[src/rtl/data_memory_controller_pkg.sv]
// Shared encodings and sizing for the byte-serial data memory controller.
// Holds the access size codes, FSM state encoding and the memory geometry.
package data_memory_controller_pkg;

   localparam int MEM_DEPTH = 512;
   localparam int ADDR_W    = 9;
   localparam int DATA_W    = 32;

   typedef enum logic [1:0] {
      SIZE_BYTE    = 2'b00,
      SIZE_HALF    = 2'b01,
      SIZE_WORD    = 2'b10,
      SIZE_ILLEGAL = 2'b11
   } size_e;

   typedef enum logic [1:0] {
      ST_IDLE   = 2'b00,
      ST_ACCESS = 2'b01,
      ST_DONE   = 2'b10
   } state_e;

   // Index of the last byte of an access (byte count minus one).
   function automatic logic [1:0] last_index(size_e size);
      case (size)
         SIZE_HALF: last_index = 2'd1;
         SIZE_WORD: last_index = 2'd3;
         default:   last_index = 2'd0;
      endcase
   endfunction

   function automatic logic is_legal(size_e size, logic [ADDR_W-1:0] addr);
      case (size)
         SIZE_BYTE: is_legal = 1'b1;
         SIZE_HALF: is_legal = ~addr[0];
         SIZE_WORD: is_legal = (addr[1:0] == 2'b00);
         default:   is_legal = 1'b0;
      endcase
   endfunction

endpackage

[src/rtl/data_memory_controller_ram_512x8.sv]
// 512x8 byte storage: synchronous write port, asynchronous read port.
// Contents are never reset.
module ram_512x8
   import data_memory_controller_pkg::*;
(
   input  logic              clk,
   input  logic              we,
   input  logic [ADDR_W-1:0] addr,
   input  logic [7:0]        wdata,
   output logic [7:0]        rdata
);

   logic [7:0] mem [MEM_DEPTH];

   always_ff @(posedge clk) begin
      if (we) mem[addr] <= wdata;
   end

   assign rdata = mem[addr];

endmodule

[src/rtl/data_memory_controller.sv]
// Byte-serial load/store controller over a 512x8 RAM, big-endian.
// One byte moves per ACCESS cycle; loads are sign/zero extended into DataOut.
module data_memory_controller
   import data_memory_controller_pkg::*;
(
   input  logic              Clk,
   input  logic              Clr,
   input  logic              RAM_Enable,
   input  logic              RAM_RW,
   input  logic              RAM_SE,
   input  logic [1:0]        RAM_Size,
   input  logic [ADDR_W-1:0] Address,
   input  logic [DATA_W-1:0] DataIn,
   output logic [DATA_W-1:0] DataOut,
   output logic              Busy,
   output logic              Done,
   output logic              Misalign
);

   state_e              state;
   logic [1:0]          cnt;
   logic [ADDR_W-1:0]   addr_q;
   logic                rw_q;
   logic                se_q;
   size_e               size_q;
   logic [DATA_W-1:0]   din_q;
   logic [DATA_W-1:0]   asm_q;

   logic [ADDR_W-1:0]   mem_addr;
   logic [7:0]          rd_byte;
   logic [7:0]          wr_byte;
   logic [1:0]          byte_sel;
   logic [DATA_W-1:0]   assembled;
   logic                last;
   logic                mem_we;
   size_e               req_size;

   function automatic logic [DATA_W-1:0] extend(logic [DATA_W-1:0] v, size_e size, logic se);
      case (size)
         SIZE_BYTE: extend = se ? {{24{v[7]}}, v[7:0]}   : {24'd0, v[7:0]};
         SIZE_HALF: extend = se ? {{16{v[15]}}, v[15:0]} : {16'd0, v[15:0]};
         default:   extend = v;
      endcase
   endfunction

   assign req_size  = size_e'(RAM_Size);
   assign last      = (cnt == last_index(size_q));
   // 9-bit adder wraps modulo 512 by construction.
   assign mem_addr  = addr_q + {{(ADDR_W-2){1'b0}}, cnt};
   // Big-endian: counter 0 carries the most significant byte of the access.
   assign byte_sel  = last_index(size_q) - cnt;
   assign wr_byte   = 8'(din_q >> {byte_sel, 3'b000});
   assign assembled = {asm_q[DATA_W-9:0], rd_byte};
   assign mem_we    = (state == ST_ACCESS) && rw_q;

   ram_512x8 u_ram (
      .clk   (Clk),
      .we    (mem_we),
      .addr  (mem_addr),
      .wdata (wr_byte),
      .rdata (rd_byte)
   );

   // Operand latch and load assembly: datapath only, no reset.
   always_ff @(posedge Clk) begin
      if (state == ST_IDLE && RAM_Enable) begin
         addr_q <= Address;
         rw_q   <= RAM_RW;
         se_q   <= RAM_SE;
         size_q <= req_size;
         din_q  <= DataIn;
      end
      if (state == ST_ACCESS) asm_q <= assembled;
   end

   always_ff @(posedge Clk or negedge Clr) begin
      if (!Clr) begin
         state    <= ST_IDLE;
         cnt      <= 2'd0;
         DataOut  <= '0;
         Busy     <= 1'b0;
         Done     <= 1'b0;
         Misalign <= 1'b0;
      end else begin
         Misalign <= 1'b0;
         case (state)
            ST_IDLE: begin
               Done <= 1'b0;
               if (RAM_Enable) begin
                  if (is_legal(req_size, Address)) begin
                     state <= ST_ACCESS;
                     cnt   <= 2'd0;
                     Busy  <= 1'b1;
                  end else begin
                     Misalign <= 1'b1;
                  end
               end
            end
            ST_ACCESS: begin
               if (last) begin
                  state <= ST_DONE;
                  Done  <= 1'b1;
                  if (!rw_q) DataOut <= extend(assembled, size_q, se_q);
               end else begin
                  cnt <= cnt + 2'd1;
               end
            end
            ST_DONE: begin
               state <= ST_IDLE;
               Busy  <= 1'b0;
               Done  <= 1'b0;
            end
            default: begin
               state <= ST_IDLE;
               Busy  <= 1'b0;
               Done  <= 1'b0;
            end
         endcase
      end
   end

endmodule

[config.mk]
export PLATFORM = sky130hd
export DESIGN_NAME = data_memory_controller
export DESIGN_NICKNAME = d
export VERILOG_FILES = /design/src/rtl/data_memory_controller_pkg.sv /design/src/rtl/data_memory_controller_ram_512x8.sv /design/src/rtl/data_memory_controller.sv
export SDC_FILE = /design/constraint.sdc
export NUM_CORES = 2
export LEC_CHECK = 0
export ABC_AREA = 1
export BUFFER_PORTS_ARGS = -buffer_cell sky130_fd_sc_hd__buf_2
export CAP_MARGIN = 20
export CORE_AREA = 2 2 810 812
export CTS_CLUSTER_DIAMETER = 100
export DETAILED_ROUTE_END_ITERATION = 12
export DIE_AREA = 0 0 812 814
export PLACE_DENSITY = 0.38
export SYNTH_ARGS = -nofsm -noshare
export SYNTH_HDL_FRONTEND = slang
export SYNTH_SLANG_ARGS = --single-unit
[constraint.sdc]
create_clock -name Clk -period 70.2 [get_ports Clk]
set_input_delay 0 -clock Clk [delete_from_list [all_inputs] [get_ports Clk]]
set_output_delay 0 -clock Clk [all_outputs]
set_load 0.05 [all_outputs]
==> results.py <==
metrics = {
    "setup_path": {
        "reg2reg_depth": 20,
        "critical_path_class": "reg -> reg",
        "endpoint_kind": "flop",
        "r2r-end": "DataOut[6]",
        "cp-start-kind": "flop",
        "r2r_setup_slack_ns": 62.83,
        "cp.required_ns": 71.17,
        "critical_path_arrival_ns": 8.34,
        "worstPathMaxFanout": 95,
        "r2r_start": "cnt[0]",
    },
    "logic_synthesis": {
        "synth_top_flop_cell": "edfxtp_1",
        "synthCells": 12500,
        "synthTopCellsByArea": "edfxtp_1, nand2_1, a22oi_1",
        "synth_area_sq_um": 163000,
        "ys_warn_count": 0,
        "mappedNetlistNets": 12500,
        "synth_top_area_share_pct": 76.9,
        "syn_area_per_cell_sq_um": 13.0,
        "ys_types": 36,
        "ys_async_sr_fraction_pct": 0.928,
        "yosysSeqAreaShare_pct": 77.5,
        "synth_top_area_cell": "edfxtp_1",
        "synth_edf_count": 4165,
        "ys_seq_elements": 4204,
    },
    "routing": {
        "routed_via_density": 4.63,
        "drt_wl_total_mm": 585,
        "vias": 101000,
        "routedWlPerCell_um": 26.9,
        "ant_nets": 0,
        "first_iter_violations": 9476,
        "dr.pass1.iters": 6,
        "post-route-drc-count": 0,
    },
    "die": {
        "rows": 297,
        "dieArea_sq_um": 661000,
        "ios": 83,
        "core_area_sq_um": 652000,
        "die_h_um": 814,
        "initial_core_util_pct": 24.9,
        "die_w_um": 812,
    },
    "min_path": {
        "worstHoldPathType": "in -> async",
    },
    "layout": {
        "layout_commonest_cell": "nand2_1",
        "nFillCells": 66400,
        "final_cells": 21700,
        "multi_input_area_sq_um": 33300,
        "synthToLayoutAreaGrowth_pct": 16.1,
        "fin_nets": 12700,
        "drive_gt1_share_pct": 7.87,
        "final_cell_mix": "nand2_1, edfxtp_1, nor2_1, a22oi_1, nand4_1",
        "postLayoutCellArea_sq_um": 189000,
        "regArea_sq_um": 126000,
    },
    "place": {
        "post_dp_cell_area_sq_um": 173000,
        "place_hpwl_mm": 332,
        "portBuffers": 82,
        "gp_congestion": 0.768,
        "dp_cells": 20800,
    },
    "run_status": {
        "status": "complete, no violations",
    },
    "clock_network": {
        "root_buffer": "clkbuf_16",
        "cts_setup_buffers": 0,
        "clkTransAtPathRegs_ns": 0.06,
        "cts_tree": "built",
        "cts.sinks": 4204,
        "cts-buffers-inserted": 459,
        "clock_latency_ns": 1.04,
        "clock_path_buffers": 4,
        "h-tree-depth": 5,
    },
    "timing": {
        "rsz0062_at_grt": "no",
        "relSlewSlack_pct": 20.0,
        "fin_skew_ns": 0.0543,
        "layout_min_cycle_time_ns": 7.37,
        "finalSetupViolCount": 0,
        "maxSlewViolCount": 0,
        "fmax_ghz": 0.136,
        "fin_setup_tns_ns": 0,
        "tightest_slew_ns": 1.20,
        "finalCritPeriodShare_pct": 10.5,
        "hold_viol": 0,
    },
    "grt": {
        "grt_overflow_total": 0,
        "grtUsageMet3_pct": 2.25,
        "busiest_layer": "met2",
        "antenna_found_initial": 43,
        "grt_max_degree": 161,
        "use_met1_pct": 24.7,
        "grt_first_pass_wirelength_mm": 812,
        "track_usage_pct": 17.1,
        "met2_usage_pct": 27.6,
        "grt_pass1_vias": 98200,
    },
    "power": {
        "p_total_mw": 10.2,
        "cellPowerDensity_nw_per_um2": 53.9,
        "irDropWorstVdd_v": 0.0000706,
        "leakage_nw": 62.3,
    },
    "flow_run": {
        "maxCapViolCount": 0,
    },
}
-- cell type report --
cell class	count	share of cell area [%]
Clock buffer	588	6.53
Sequential cell	4204	66.8
Inverter	171	0.346
Tap cell	8671	5.75
Timing Repair Buffer	419	1.89
Clock inverter	251	1.03
Antenna cell	20	0.0265
Multi-Input combinational cell	7392	17.6
-- routing by layer --
| metal | vias up | part of all wire (%) |
|---|---|---|
| met2 | 2759 | 46 |
| met4 | 2 | 2.1 |
| met3 | 616 | 5.1 |
| li1 | 45000 | - |
| met5 | - | 0.0022 |
| met1 | 52200 | 47 |
-- per-stage QoR --
step           setup WS (ns)  hold WS, ns  utilization (%)
6_report               62.83        0.187             28.9
5_1_grt                62.50        0.181             28.9
4_1_cts                62.75       0.0897             28.9
3_5_place_dp           62.79        0.144             26.6
3_3_place_gp           62.86        0.150             26.6
2_1_floorplan          44.52       -0.296                -
-- registers in the layout, summed over array words and instances (netlist names) --
| signal | count |
|---|---|
| u_ram.mem | 4096 |
| DataOut | 32 |
| din_q | 32 |
| asm_q | 24 |
| addr_q | 9 |
| cnt | 2 |
| size_q | 2 |
| state | 2 |
| Busy | 1 |
| Done | 1 |
| Misalign | 1 |
| rw_q | 1 |
| se_q | 1 |
-- critical path, cell delays in order, from the launching register on --
cell	delay, ns
dfrtp_1	0.46
ha_4	0.20
fa_4	0.93
nand2_4	0.30
inv_8	0.57
buf_4	0.71
buf_12	0.51
buf_4	0.85
buf_4	0.87
nand2_1	0.14
nand4_1	0.14
nand2_1	0.07
nand4_1	0.26
nand2_1	0.09
nand3_1	0.09
o21ai_0	0.11
nor2_1	0.38
nor2_1	0.07
nand2_1	0.10
nand2_1	0.05
nand2_1	0.08
-- timing repair --
action / 4_1_cts / 5_1_grt
endpoints found under the hold margin: 134 / 0
gates resized for setup: 0 / 0
hold buffers: 94 / 0
-- synth_stat cells, types with 2 or more instances --
| library cell | number |
|---|---|
| nand3_1 | 530 |
| nand2_1 | 4225 |
| nor2_1 | 1196 |
| o21a_1 | 2 |
| xor2_2 | 2 |
| or2_2 | 26 |
| a22oi_1 | 664 |
| nand4_1 | 586 |
| clkbuf_1 | 339 |
| ha_1 | 6 |
| o21ai_1 | 6 |
| o211ai_1 | 8 |
| inv_2 | 5 |
| mux2i_1 | 8 |
| dfrtp_1 | 39 |
| nand2_2 | 2 |
| inv_1 | 165 |
| a21o_1 | 2 |
| buf_1 | 95 |
| buf_2 | 254 |
| o21bai_1 | 5 |
| buf_4 | 13 |
| o21ai_0 | 52 |
| xnor2_1 | 4 |
| nor2_2 | 13 |
| a21oi_1 | 47 |
| edfxtp_1 | 4165 |
| buf_6 | 2 |
| xor2_1 | 2 |
-- worst max path at each step --
stage,startpoint,end,slack [ns]
after detailed placement,cnt[0],DataOut[6],62.79
after global routing,cnt[0],DataOut[6],62.50
after CTS,cnt[0],DataOut[6],62.75
final,cnt[0],DataOut[6],62.83
after global placement,cnt[0],DataOut[6],62.86
after floorplan,size_q[0],u_ram.mem[0][4],44.52
-- cells by family (layout without fill, tap and decap cells) --
| logic type | after synthesis | in the layout | synth area share [%] |
|---|---|---|---|
| and+or+nand+nor | 6582 | 6582 | 16.6 |
| DFF | 4204 | 4204 | 77.5 |
| buffers and inverters | 874 | 1429 | 2.25 |
| AOI/OAI and AO/OA | 787 | 787 | 3.47 |
| xor gates and xnor gates | 8 | 8 | 0.0523 |
| muxes | 8 | 8 | 0.0493 |
| adders and majority gates | 7 | 7 | 0.0585 |
| other | 0 | 20 | 0 |
-- power breakdown --
part           leakage, nW  internal, mW  switching [mW]  total [mW]
clock                 6.98          1.32            1.03        2.35
sequential            38.0          3.73          0.0234        3.76
combinational         17.3         0.756            3.30        4.06
No activity file was read; power rests on OpenSTA's default activity.
